`src/rtl/alu_writeback_buffer_if.sv`:
```
// alu_writeback_buffer_if
// Bundles the writeback buffer's data-path signals:
//   - ALU result handshake : result_valid_i, result_ready_o, result_data_i, rd_addr_i
//   - register-file port   : rf_stall_i, rf_we_o, rf_waddr_o, rf_wdata_o
//   - forwarding lookup    : fwd_addr_i, fwd_hit_o, fwd_data_o
//   - occupancy            : count_o
// The _i/_o suffixes are as seen from the buffer. The slave modport is the
// buffer itself; the master modport is the surrounding pipeline (or a bench).
interface alu_writeback_buffer_if #(
    parameter int DATA_WIDTH     = 32,
    parameter int REG_ADDR_WIDTH = 5,
    parameter int DEPTH          = 4
);
    logic                        result_valid_i;
    logic                        result_ready_o;
    logic [DATA_WIDTH-1:0]       result_data_i;
    logic [REG_ADDR_WIDTH-1:0]   rd_addr_i;
    logic                        rf_stall_i;
    logic                        rf_we_o;
    logic [REG_ADDR_WIDTH-1:0]   rf_waddr_o;
    logic [DATA_WIDTH-1:0]       rf_wdata_o;
    logic [REG_ADDR_WIDTH-1:0]   fwd_addr_i;
    logic                        fwd_hit_o;
    logic [DATA_WIDTH-1:0]       fwd_data_o;
    logic [$clog2(DEPTH):0]      count_o;

    modport master (
        output result_valid_i, result_data_i, rd_addr_i, rf_stall_i, fwd_addr_i,
        input  result_ready_o, rf_we_o, rf_waddr_o, rf_wdata_o,
               fwd_hit_o, fwd_data_o, count_o
    );

    modport slave (
        input  result_valid_i, result_data_i, rd_addr_i, rf_stall_i, fwd_addr_i,
        output result_ready_o, rf_we_o, rf_waddr_o, rf_wdata_o,
               fwd_hit_o, fwd_data_o, count_o
    );
endinterface

```
`src/rtl/alu_writeback_buffer.sv`:
```
// alu_writeback_buffer
// Writeback stage behind the ALU. Accepts (rd, result) pairs via valid/ready,
// holds them in an in-order FIFO of DEPTH entries, drains one per cycle to the
// register-file write port when it is not stalled, and answers a youngest-match
// forwarding lookup over all pending entries.
// Ports:
//   clk  - clock, all state updates on posedge
//   rst  - synchronous active-high reset
//   wb   - alu_writeback_buffer_if.slave (handshake, rf port, forwarding, count)
// Writes to x0 complete the handshake but are never enqueued. A full buffer
// refuses new results even when the head retires in the same cycle.
module alu_writeback_buffer #(
    parameter int DATA_WIDTH     = 32,
    parameter int REG_ADDR_WIDTH = 5,
    parameter int DEPTH          = 4
) (
    input  logic                  clk,
    input  logic                  rst,
    alu_writeback_buffer_if.slave wb
);
    localparam int PTR_W = $clog2(DEPTH);
    localparam int CNT_W = PTR_W + 1;

    logic [REG_ADDR_WIDTH-1:0] addr_q [DEPTH];
    logic [DATA_WIDTH-1:0]     data_q [DEPTH];
    logic [DEPTH-1:0]          valid_q;
    logic [PTR_W-1:0]          wr_ptr;
    logic [PTR_W-1:0]          rd_ptr;
    logic [CNT_W-1:0]          count;

    logic full;
    logic empty;
    logic ready;
    logic accept;
    logic push;
    logic pop;

    logic                  fwd_hit;
    logic [DATA_WIDTH-1:0] fwd_data;
    logic [PTR_W-1:0]      fwd_idx;

    assign full   = (count == CNT_W'(DEPTH));
    assign empty  = (count == '0);
    assign ready  = !full && !rst;
    assign accept = wb.result_valid_i && ready;
    // x0 results are acknowledged but dropped.
    assign push   = accept && (wb.rd_addr_i != '0);
    assign pop    = !rst && !empty && !wb.rf_stall_i;

    // Control state
    always_ff @(posedge clk) begin
        if (rst) begin
            wr_ptr  <= '0;
            rd_ptr  <= '0;
            count   <= '0;
            valid_q <= '0;
        end else begin
            if (push) begin
                valid_q[wr_ptr] <= 1'b1;
                wr_ptr          <= wr_ptr + 1'b1;
            end
            // push and pop never share a slot: that needs empty (no pop) or full (no push)
            if (pop) begin
                valid_q[rd_ptr] <= 1'b0;
                rd_ptr          <= rd_ptr + 1'b1;
            end
            case ({push, pop})
                2'b10:   count <= count + 1'b1;
                2'b01:   count <= count - 1'b1;
                default: count <= count;
            endcase
        end
    end

    // Payload storage needs no reset; valid_q/count qualify every read.
    always_ff @(posedge clk) begin
        if (push) begin
            addr_q[wr_ptr] <= wb.rd_addr_i;
            data_q[wr_ptr] <= wb.result_data_i;
        end
    end

    // Youngest-match forwarding: walk from head (oldest) toward the tail so the
    // last match seen is the youngest. The retiring head still participates.
    always_comb begin
        fwd_hit  = 1'b0;
        fwd_data = '0;
        fwd_idx  = '0;
        for (int unsigned k = 0; k < DEPTH; k++) begin
            fwd_idx = rd_ptr + PTR_W'(k);
            if ((CNT_W'(k) < count) && valid_q[fwd_idx] &&
                (addr_q[fwd_idx] == wb.fwd_addr_i)) begin
                fwd_hit  = 1'b1;
                fwd_data = data_q[fwd_idx];
            end
        end
        if (rst || (wb.fwd_addr_i == '0)) begin
            fwd_hit  = 1'b0;
            fwd_data = '0;
        end
    end

    assign wb.result_ready_o = ready;
    assign wb.rf_we_o        = pop;
    assign wb.rf_waddr_o     = (rst || empty) ? '0 : addr_q[rd_ptr];
    assign wb.rf_wdata_o     = (rst || empty) ? '0 : data_q[rd_ptr];
    assign wb.fwd_hit_o      = fwd_hit;
    assign wb.fwd_data_o     = fwd_data;
    assign wb.count_o        = rst ? '0 : count;

    a_depth_legal: assert property (@(posedge clk)
        (DEPTH >= 2) && ((DEPTH & (DEPTH - 1)) == 0));
    a_no_push_full: assert property (@(posedge clk) disable iff (rst)
        !(push && full));
    a_count_bound: assert property (@(posedge clk) disable iff (rst)
        count <= CNT_W'(DEPTH));
endmodule

```
`src/flat_wrapper.sv`:
```
// flat-port wrapper written by rule: the top's interface ports become plain ports
module alu_writeback_buffer_flat 
#(
    parameter int DATA_WIDTH     = 32,
    parameter int REG_ADDR_WIDTH = 5,
    parameter int DEPTH          = 4
)
  (clk, rst, wb_result_valid_i, wb_result_data_i, wb_rd_addr_i, wb_rf_stall_i, wb_fwd_addr_i, wb_result_ready_o, wb_rf_we_o, wb_rf_waddr_o, wb_rf_wdata_o, wb_fwd_hit_o, wb_fwd_data_o, wb_count_o);
  alu_writeback_buffer_if #(.DATA_WIDTH(DATA_WIDTH), .REG_ADDR_WIDTH(REG_ADDR_WIDTH), .DEPTH(DEPTH)) wb_i ();
  input  logic clk;
  input  logic rst;
  input wire logic [$bits(wb_i.result_valid_i)-1:0] wb_result_valid_i;
  input wire logic [$bits(wb_i.result_data_i)-1:0] wb_result_data_i;
  input wire logic [$bits(wb_i.rd_addr_i)-1:0] wb_rd_addr_i;
  input wire logic [$bits(wb_i.rf_stall_i)-1:0] wb_rf_stall_i;
  input wire logic [$bits(wb_i.fwd_addr_i)-1:0] wb_fwd_addr_i;
  output wire logic [$bits(wb_i.result_ready_o)-1:0] wb_result_ready_o;
  output wire logic [$bits(wb_i.rf_we_o)-1:0] wb_rf_we_o;
  output wire logic [$bits(wb_i.rf_waddr_o)-1:0] wb_rf_waddr_o;
  output wire logic [$bits(wb_i.rf_wdata_o)-1:0] wb_rf_wdata_o;
  output wire logic [$bits(wb_i.fwd_hit_o)-1:0] wb_fwd_hit_o;
  output wire logic [$bits(wb_i.fwd_data_o)-1:0] wb_fwd_data_o;
  output wire logic [$bits(wb_i.count_o)-1:0] wb_count_o;
  assign wb_i.result_valid_i = wb_result_valid_i;
  assign wb_i.result_data_i = wb_result_data_i;
  assign wb_i.rd_addr_i = wb_rd_addr_i;
  assign wb_i.rf_stall_i = wb_rf_stall_i;
  assign wb_i.fwd_addr_i = wb_fwd_addr_i;
  assign wb_result_ready_o = wb_i.result_ready_o;
  assign wb_rf_we_o = wb_i.rf_we_o;
  assign wb_rf_waddr_o = wb_i.rf_waddr_o;
  assign wb_rf_wdata_o = wb_i.rf_wdata_o;
  assign wb_fwd_hit_o = wb_i.fwd_hit_o;
  assign wb_fwd_data_o = wb_i.fwd_data_o;
  assign wb_count_o = wb_i.count_o;
  alu_writeback_buffer #(.DATA_WIDTH(DATA_WIDTH), .REG_ADDR_WIDTH(REG_ADDR_WIDTH), .DEPTH(DEPTH)) u_core (.clk(clk), .rst(rst), .wb(wb_i));
endmodule
```
`config.mk`:
```
export PLATFORM = sky130hd
export DESIGN_NAME = alu_writeback_buffer_flat
export DESIGN_NICKNAME = d
export VERILOG_FILES = /design/src/rtl/alu_writeback_buffer_if.sv /design/src/rtl/alu_writeback_buffer.sv /design/src/flat_wrapper.sv
export SDC_FILE = /design/constraint.sdc
export NUM_CORES = 1
export LEC_CHECK = 0
export CORE_ASPECT_RATIO = 1.5
export CORE_UTILIZATION = 30
export CTS_CLUSTER_DIAMETER = 50
export CTS_CLUSTER_SIZE = 16
export DETAILED_ROUTE_END_ITERATION = 8
export GPL_TIMING_DRIVEN = 0
export PLACE_DENSITY = 0.45
export SYNTH_ARGS = -nofsm -noshare
export SYNTH_HDL_FRONTEND = slang
export SYNTH_SLANG_ARGS = --single-unit
```
`constraint.sdc`:
```
create_clock -name clk -period 6.95 [get_ports clk]
set_clock_uncertainty 0.15 [all_clocks]
set_input_delay 1.39 -clock clk [delete_from_list [all_inputs] [get_ports clk]]
set_output_delay 1.39 -clock clk [all_outputs]
set_load 0.005 [all_outputs]
```
[Yosys cells after proc, flatten, opt, wreduce, memory -nomap -nowiden]
Memory sizes are Yosys's and may differ from the RTL's. A register that Yosys moved wholly into a read port is not among the register bits.
Index checks and enable logic that the tools add are counted.
Word-level totals
  logic and storage cells: 93
  bits of input ports: 46
  memories kept: 2
  bits in writable memories: 148
  flip-flop bits (word level): 11
  output and inout bits: 75
Memories
  u_core.data_q: words 4, bits a word 32, rd ports 4, clocked after Yosys merged registers in 1, write ports 1, line alu_writeback_buffer.sv:25  | logic [DATA_WIDTH-1:0] data_q [DEPTH];
  u_core.addr_q: words 4, bits a word 5, rd ports 4, clocked after Yosys merged registers in 1, write ports 1, line alu_writeback_buffer.sv:24  | logic [REG_ADDR_WIDTH-1:0] addr_q [DEPTH];
Cells by class
  equal/unequal tests: 7
  $lt $le $gt $ge: 11
  mux-type cells: 35
  add/sub/neg operators: 6
  reductions and logical operators: 25
  bitwise logic cells: 3
Operator list (number)
  32-bit two-way mux: 6
  5-bit equality test: 4
  1-bit logical AND: 15
  2-bit by 3-bit < comparator with 1-bit output (second input constant): 5
  1-bit two-way mux: 13
  4-bit two-way mux: 3
  1-bit binary-select mux with 2-bit select: 4
  2-bit two-way mux: 4
  1-bit by 3-bit < comparator with 1-bit output (first input constant): 2
  2-bit by 3-bit < comparator with 1-bit output (first input constant): 2
  3-bit one-hot mux with 2 select lines: 1
  5-bit zero test: 1
  5-bit two-way mux: 1
  5-bit nonzero test: 1
  2-bit by 1-bit adder with 2-bit output (second input constant): 2
  2-bit adder (second input constant): 2
  4-bit bitwise AND: 1
  1-bit demux with 2-bit select: 2
  2-bit by 1-bit >= comparator with 1-bit output (second input constant): 2
  1-bit zero test: 4
  4-bit NOT: 1
  4-bit bitwise OR: 1
  3-bit by 1-bit adder with 3-bit output (second input constant): 1
  3-bit equality test (second input constant): 1
  other kinds (7): 8

[Longest topological paths before layout]
Gate-level depths: netlist (run 1).
  word-level depth: 9
  depth in mapped cells: 18
  gate-level depth less buffers: 10

[Least setup slack after synthesis (run 1)]
OpenSTA, ideal clock, no wires.
  path type: reg-to-output
  start: register u_core.rd_ptr[0]
  end: output port wb_fwd_data_o[10]
  data required time: 5410 ps
  path slack: 1507 ps
  arrival: 3903 ps
  cell stages (with the launch flop): 17
  buffers on the path: 7
  cells stage by stage: dfxtp_1 > buf_6 > buf_8 > buf_2 > buf_2 > buf_2 > inv_1 > ha_1 > buf_6 > mux4_2 > xor2_1 > nor4_4 > nand2_2 > buf_6 > mux2_4 > a221oi_1 > a211oi_1
Between the ends
  elaborated cells on any way between the ends: 29
  those cells by class: add/sub: 3; eq/ne: 3; mux: 13; reduce/logical: 8; memory: 2
RTL lines
  start, declared: line alu_writeback_buffer.sv:28  | logic [PTR_W-1:0] rd_ptr;
  start signal, assigned: line alu_writeback_buffer.sv:65  | rd_ptr <= rd_ptr + 1'b1;
  2-bit adder *: line alu_writeback_buffer.sv:90  | fwd_idx = rd_ptr + PTR_W'(k);
  net u_core.fwd_idx[0]: line alu_writeback_buffer.sv:40  | logic [PTR_W-1:0] fwd_idx;
  branches (longest 4 deep; another with memory read 4 x 5 bit)
  32-bit two-way mux *: line alu_writeback_buffer.sv:91  | if ((CNT_W'(k) < count) && valid_q[fwd_idx] &&
  32-bit two-way mux *: line alu_writeback_buffer.sv:97  | if (rst || (wb.fwd_addr_i == '0)) begin
  end, declared: line flat_wrapper.sv:22  | output wire logic [$bits(wb_i.fwd_data_o)-1:0] wb_fwd_data_o;
Mark *: on every way through the listed nets, which the timed path passes. The select of a mux whose other input is x is not followed.

[Final worst setup path (run 1)]
  start: register u_core.rd_ptr[0]
  end: output port wb_fwd_data_o[1]
Same word-level chain as after synthesis.

==> impl_results.md, run 1 <==
* Outcome: complete, no violations
* Vias in the first global route at 7807
* # diodes at 0
* Core Region at 33500 um2
* Die height at 229 um
* Number of core rows at 82
* CP arrival at between 5000 and 6000 ps
* Num CTS Buffers at 17
* Endpoints failing hold at 0
* Post-Synth Adder-Cell Area at 1.46%
* Cells after Synth at 759
* Complex-gate fraction of the synthesized area at about a tenth
* Yosys reg bits at around 160
* Hold Crit Class: reg -> reg
* Register Area at 4710 um2
* XOR/XNOR share of the synthesized area at 1.87%
* CP required at 5410 ps
* Fin nets at 957
* Relative slew slack at between 20% and 30%
* Global-route wire length before repair at 49400 um
* Post-Syn Nets at 817
* Post-Synth Simple-Gate Area at 6.94%
* Final ANT Viol Nets at 0
* Initial DRC Count at approximately 470
* Cell area after layout at 12800 um2
* CP Max Fanout at 10
* GPL Wtd Cong at approximately 0.75
* Ports at about 120
* All-Layer GR Usage at 19.5%
* Area delta synth->final at 24.7%
* Multi-input gate area at 5310 um2
* Hold buffer count at cts at 0
* Largest net degree at the start of global routing at 27
* Final setup vio count at 0
* FF-to-FF setup slack at around 3000 ps
* Die area at approximately 35000 um2
* CP max stage delay at 520 ps
* Synth warnings at 0
* Post-DP HPWL at ~23000 um
* H-Tree Depth at 4
* Hold_ws at 396 ps
* P_leak at 3.86 nW
* Placed cell areas at 12000 um2
* WS Path Type: reg -> out
* Gr ovfl total at 0
* Initial antenna violation count at 0
* Post-synthesis cell type count at 44
* Max-cap violations at 0
* RSZ-0062 raised after global routing: yes
* CTS tree: done
* Top cell by count, worst path: buf_6
* Total routed wirelength at 33200 um
* Largest family of logic cells by synthesized area: multiplexers
* Die span in x at approximately 150 um
* Post-synthesis sequential area ratio at a little under half
* Via density at 5.47
* CTS Sinks at 161
* R2r worst-path depth at 14
* Share of cells above drive strength 1 at 28.0%
* Hold Path Sink: u_core.valid_q[3]
* CP Cell Sequence: buf_6 > buf_8 > buf_4 > buf_6 > buf_6 > inv_1 > ha_1 > buf_6 > buf_6 > mux4_2 > xor2_1 > nor2_2 > a22oi_1 > nor2_2 > buf_4 > a221oi_1 > a211oi_2 > clkdlybuf4s50_1
* Crit-path slowest cell: mux4_2
* CP startpoint kind: flop
* Effective utilization at floorplan at 30.7%
* Max Freq at between 100 and 150 MHz
* Peak supply drop at 0.000148 V
* Proportion of synthesized area in mux cells at a little over 30%
* DR WL/cell at 24.9 um
* Worst reg2reg path endpoint: u_core.rd_ptr[1]
* # DRC at 0
* Clock root cell: clkbuf_16
* Hold Startpoint: u_core.valid_q[3]
* Fill cells at 3207
* Actual slew at the worst max-slew pin at about 1100 ps
* Worst Hold Depth at 2
* Period Utilization, post-route at 96.8%
* Worst setup EP type: primary output
* Reg clk slew, reported paths at 60 ps
* Fin crit period at around 6700 ps
* Fin. max-slew vios at 0
* Syn Area/Cell at 13.6 um2
* Post-Syn Area at 10300 um2
* Via Count at between 7000 and 8000
* Clock Tree Buf Depth at 2
* Power Density at 204 nW/um2
* Number of I/O port buffers at 114
* Drt first pass iters at 5
* Reg2reg start: u_core.rd_ptr[0]
* Clock Latency Late Sink at 450 ps
## worst max-delay path, delay by kind of cell (launching register included)
family,cells,cell delay (ps)
buffers and inverters,10,2150
flip-flops,1,390
AND/OR/NAND/NOR,2,200
AO/OA/AOI/OAI,3,910
multiplexers,1,520
adder cells (fa/ha/maj),1,290
XOR/XNOR,1,230
## state kept, by name (all words and copies together) (netlist names), named ones only
register        flops
u_core.addr_q      20
u_core.rd_ptr       2
u_core.data_q     128
u_core.valid_q      4
u_core.count        3
u_core.wr_ptr       2
## layer usage
metal,vias to the layer above,share of wire [%],global-route usage (%)
li1,3295,-,-
met5,-,0,0
met1,3752,40,22.9
met4,0,1.9,6.31
met2,199,55,35.9
met3,34,3.5,2.81
## kinds of logic (layout without fill, tap and decap cells)
family          count (synthesis)  after routing
simple gates                  144            144
compound gates                149            149
xor+xnor                       22             22
fa+ha+maj                      12             12
flops                         161            161
mux                           191            191
buf+inv                        80            233
## Yosys cell counts, drive strengths merged
master   instances  area (um2)
ha              12         150
mux4            85        1920
xnor2            7        61.3
o21bai           2        15.0
a211oi          35         263
clkbuf          31         118
or3              1        6.26
mux2i           41         410
a22oi            1        7.51
inv              8        30.0
a221oi          32         305
a211o            1        8.76
nor2            25        96.4
or4              1        7.51
mux2            65         773
nand2           66         250
xor2            15         131
o21ai           64         320
a31oi            1        6.26
nor4             4        61.3
buf             41         268
and2            41         257
and4             1        8.76
a2111oi          2        25.0
edfxtp         148        4440
a21oi           11        55.1
nor3             3        15.0
dfxtp           13         260
nor2b            2        12.5
## worst max path at each step
stage / to / startpoint
2_1_floorplan: wb_fwd_data_o[10] / u_core.rd_ptr[0]
3_3_place_gp: wb_fwd_data_o[26] / u_core.rd_ptr[0]
3_5_place_dp: wb_fwd_data_o[23] / u_core.rd_ptr[0]
4_1_cts: wb_fwd_data_o[19] / u_core.rd_ptr[0]
5_1_grt: wb_fwd_data_o[16] / u_core.rd_ptr[0]
6_report: wb_fwd_data_o[1] / u_core.rd_ptr[0]
## layout by cell type, fill, tap and decap left out, types with 4 or more instances in the layout
cell type        netlist  routed
mux2_1                 7       7
nand2_1               65      65
mux2_4                11      11
buf_6                  8      10
clkbuf_2               1       4
clkinv_4               0       4
o21ai_0               63      63
dfxtp_1               13      12
a21oi_1               11      11
xor2_1                15      15
edfxtp_1             148     148
mux4_2                83      83
inv_1                  8       8
mux2_2                47      47
xnor2_1                7       7
nor2_1                24      23
ha_1                  12      12
and2_2                 0       4
buf_1                 10      10
mux2i_1               41      41
clkbuf_1              30      27
clkdlybuf4s50_1        0     114
a221oi_2               4       6
a211oi_1              35      11
clkbuf_16              0      17
and2_1                41      37
a221oi_1              28      26
buf_4                  6      10
a211oi_2               0      24
buf_2                 16      13
## metrics by stage
stage	total power, mW	setup TNS (ps)	setup slack [ps]	util [%]	std cells
detailed placement	1.68	-2190	-174	35.9	1297
global route	2.71	-26.6	-26.6	38.2	1332
finish	2.61	0	219	38.2	1332
floorplan	1.46	0	1510	-	759
global placement	1.67	-2310	-169	35.6	1293
CTS	2.63	0	0.818	38.0	1329
## where the power goes
part / internal (mW) / switching [mW]
logic: 0.261 / 0.289
registers: 1.09 / 0.0213
clock network: 0.560 / 0.396
## repair_timing
action | CTS | global route
gates resized for setup | 25 | 13
setup buffers | 0 | 3
endpoints found under the hold margin | 0 | 0
pin swaps | 1 | 2
setup endpoints to repair | 33 | 32
## final cells by class
type	instances	share of cell area (%)
buffer	72	3.15
clock inverter	15	1.32
multi-input combinational	518	41.4
clock buffer	17	3.32
sequential	161	36.7
timing repair buffer	121	9.76
tap	420	4.10
inverter	8	0.234
Note: power is estimated with default switching activity, not from simulation.
==> run 2: changes to the inputs <==
--- a/config.mk
+++ b/config.mk
@@ -12,6 +12,7 @@
 export DETAILED_ROUTE_END_ITERATION = 8
 export GPL_TIMING_DRIVEN = 0
 export PLACE_DENSITY = 0.45
+export SETUP_SLACK_MARGIN = 0.2
 export SYNTH_ARGS = -nofsm -noshare
 export SYNTH_HDL_FRONTEND = slang
 export SYNTH_SLANG_ARGS = --single-unit
==> run 2 against run 1 <==
Net effect:
- global-route usage barely moved
- combinational power rose by 0.9%
- critical path depth fell by 1
- largest cell class unchanged
- fmax rose by 2.7%
- final area rose by 0.39%
- setup slack improved by 180 ps
- worst hold slack got worse by 3.2 ps
- sequential power barely moved
- routed wire length rose by 0.23%
- first-iteration DRC count rose by 7.0%
- highest routed layer unchanged
- non-clock buffer count fell by 3
==> impl_results.md, run 2 (synthesis results as in run 1) <==
* Endpoints failing hold at 0 (unchanged)
* CTS tree: done
* Actual slew at the worst max-slew pin at 1030 ps (-16.9 ps)
* Top flop regs: u_core.data_q x128, u_core.addr_q x20, u_core.valid_q x4
* Total routed wirelength at 33300 um (+0.23%)
* Fin. max-slew vios at 0 (unchanged)
* Max FFs per register at 128 (unchanged)
* Ports at 121 (unchanged)
* Most frequent cells in the layout: 148 x edfxtp_1, 114 x clkdlybuf4s50_1, 83 x mux4_2
* Number of core rows at 82 (unchanged)
* Max-cap violations at 0 (unchanged)
* All-Layer GR Usage at 19.5% (+0.041 points)
* Period Utilization, post-route at 94.3% (-2.6 points)
* Fin nets at 954 (-0.31%)
* Final setup vio count at 0 (unchanged)
* Delay-heaviest family, CP: buffers and inverters
* Core Region at 33500 um2 (unchanged)
* # diodes at 0 (unchanged)
* Initial DRC Count at 504 (+7.0%)
* Via Count at 7359 (+1.1%)
* Global-route wire length before repair at 49600 um (+0.25%)
* Final ANT Viol Nets at 0 (unchanged)
* Drt first pass iters at 4 (-1)
* Hold Crit Class: reg -> reg
* Reg with most FFs: u_core.data_q
* Crit-path slowest cell: clkdlybuf4s50_1
* Fin crit period at 6550 ps (-180 ps)
* Peak supply drop at 0.000148 V (+0.36%)
* Worst setup EP type: primary output
* Hold_ws at 393 ps (-3.23 ps)
* Power Density at 204 nW/um2 (about the same)
* Outcome: complete, no violations
* WP buf/inv at 9 (-1)
* CP required at 5410 ps (about the same)
* CP arrival at 5010 ps (-180 ps)
* Vias in the first global route at 7814 (+0.090%)
* # DRC at 0 (unchanged)
* CTS Sinks at 161 (unchanged)
* GPL Wtd Cong at 0.754 (unchanged)
* Die height at 229 um (unchanged)
* Via density at 5.54 (+1.3%)
* CP Cell Sequence: buf_8 > buf_8 > buf_6 > buf_8 > buf_8 > inv_1 > ha_1 > buf_6 > mux4_2 > xor2_1 > nor4_4 > a22oi_2 > nor2_4 > buf_4 > a221oi_1 > a211oi_1 > clkdlybuf4s50_1
* RSZ-0062 raised after global routing: yes
* CP max stage delay at 580 ps (+60 ps)
* Effective utilization at floorplan at 30.7% (unchanged)
* DR WL/cell at 25.1 um (+0.46%)
* Die area at 35100 um2 (unchanged)
* CP Max Fanout at 10 (unchanged)
* CP startpoint kind: flop
* WS Path Type: reg -> out
* Initial antenna violation count at 0 (unchanged)
* Num CTS Buffers at 17 (unchanged)
* Max Freq at 153 MHz (+2.7%)
* Number of I/O port buffers at 114 (unchanged)
* Share of cells above drive strength 1 at 28.7% (+0.75 points)
* Hold buffer count at cts at 0 (unchanged)
* Most common cell after layout, fill and taps aside: edfxtp_1
* Post-route core utilization at 38.4% (+0.15 points)
* Reg clk slew, reported paths at 60 ps (about the same)
* P_leak at 3.89 nW (+0.67%)
* Largest net degree at the start of global routing at 27 (unchanged)
* Post-DP HPWL at 23200 um (unchanged)
* Gr ovfl total at 0 (unchanged)
* Relative slew slack at 31.1% (+1.1 points)
* Clock Tree Buf Depth at 2 (unchanged)
* Clock root cell: clkbuf_16
* Area delta synth->final at 25.1%
* TNS Setup at 0 ps (unchanged)
* Setup Buffers After CTS at 0 (unchanged)
* H-Tree Depth at 4 (unchanged)
* Top cell by count, worst path: buf_8
* Clock Latency Late Sink at 450 ps (about the same)
* Die span in x at 153 um (unchanged)
run 2: per-stage QoR:
stage	instances	instance area (um2)	total power [mW]	setup slack [ps]
finish	1329	12900	2.62	399
global route	1329	12900	2.72	190
CTS	1329	12800	2.64	205
detailed placement	1297	12000	1.68	-174
global placement	1293	12000	1.67	-169
floorplan	759	10300	1.46	1510
run 2: repair_timing:
action	in CTS	in global routing
gates resized for setup	36	20
pin swaps	4	2
endpoints found under the setup margin	33	32
run 2: metal layers:
metal / up-vias / wire length (um) / share of wire [%] / track usage [%]
met2: 209 / 18100 / 54 / 35.8
met3: 41 / 1100 / 3.3 / 2.81
met1: 3814 / 13400 / 40 / 23.1
met5: - / 0 / 0 / 0
li1: 3295 / - / - / -
met4: 0 / 654 / 2.0 / 6.41
run 2: layout make-up:
type                            instances  area, um2
Fill cell                            3212      20700
Multi-Input combinational cell        518       5370
Sequential cell                       161       4710
Timing Repair Buffer                  118       1230
Tap cell                              420        526
Clock buffer                           17        425
Buffer                                 72        425
Clock inverter                         15        169
Inverter                                8       30.0
run 2: worst paths after layout:
path / end / startpoint / slack, ps / cells after the start
setup / recovery: wb_fwd_data_o[8] / u_core.rd_ptr[0] / 400 / 17
hold reg to reg: u_core.valid_q[3] / u_core.valid_q[3] / 390 / 2
hold / removal: u_core.valid_q[3] / u_core.valid_q[3] / 390 / 2
setup reg to reg: u_core.rd_ptr[1] / u_core.rd_ptr[0] / 3130 / 14
run 2: worst register-to-register path: cells and delay by family, from the launching register on:
kind | cells | cell delay [ps]
multiplexers | 1 | 170
flip-flops | 1 | 410
adder cells (fa/ha/maj) | 1 | 290
buffers and inverters | 11 | 2610
AND/OR/NAND/NOR | 1 | 140
run 2: report_power, final:
| group | internal [mW] | leakage [nW] | switching, mW |
|---|---|---|---|
| registers | 1.09 | 1.45 | 0.0213 |
| logic | 0.263 | 2.15 | 0.293 |
| clock network | 0.560 | 0.281 | 0.398 |
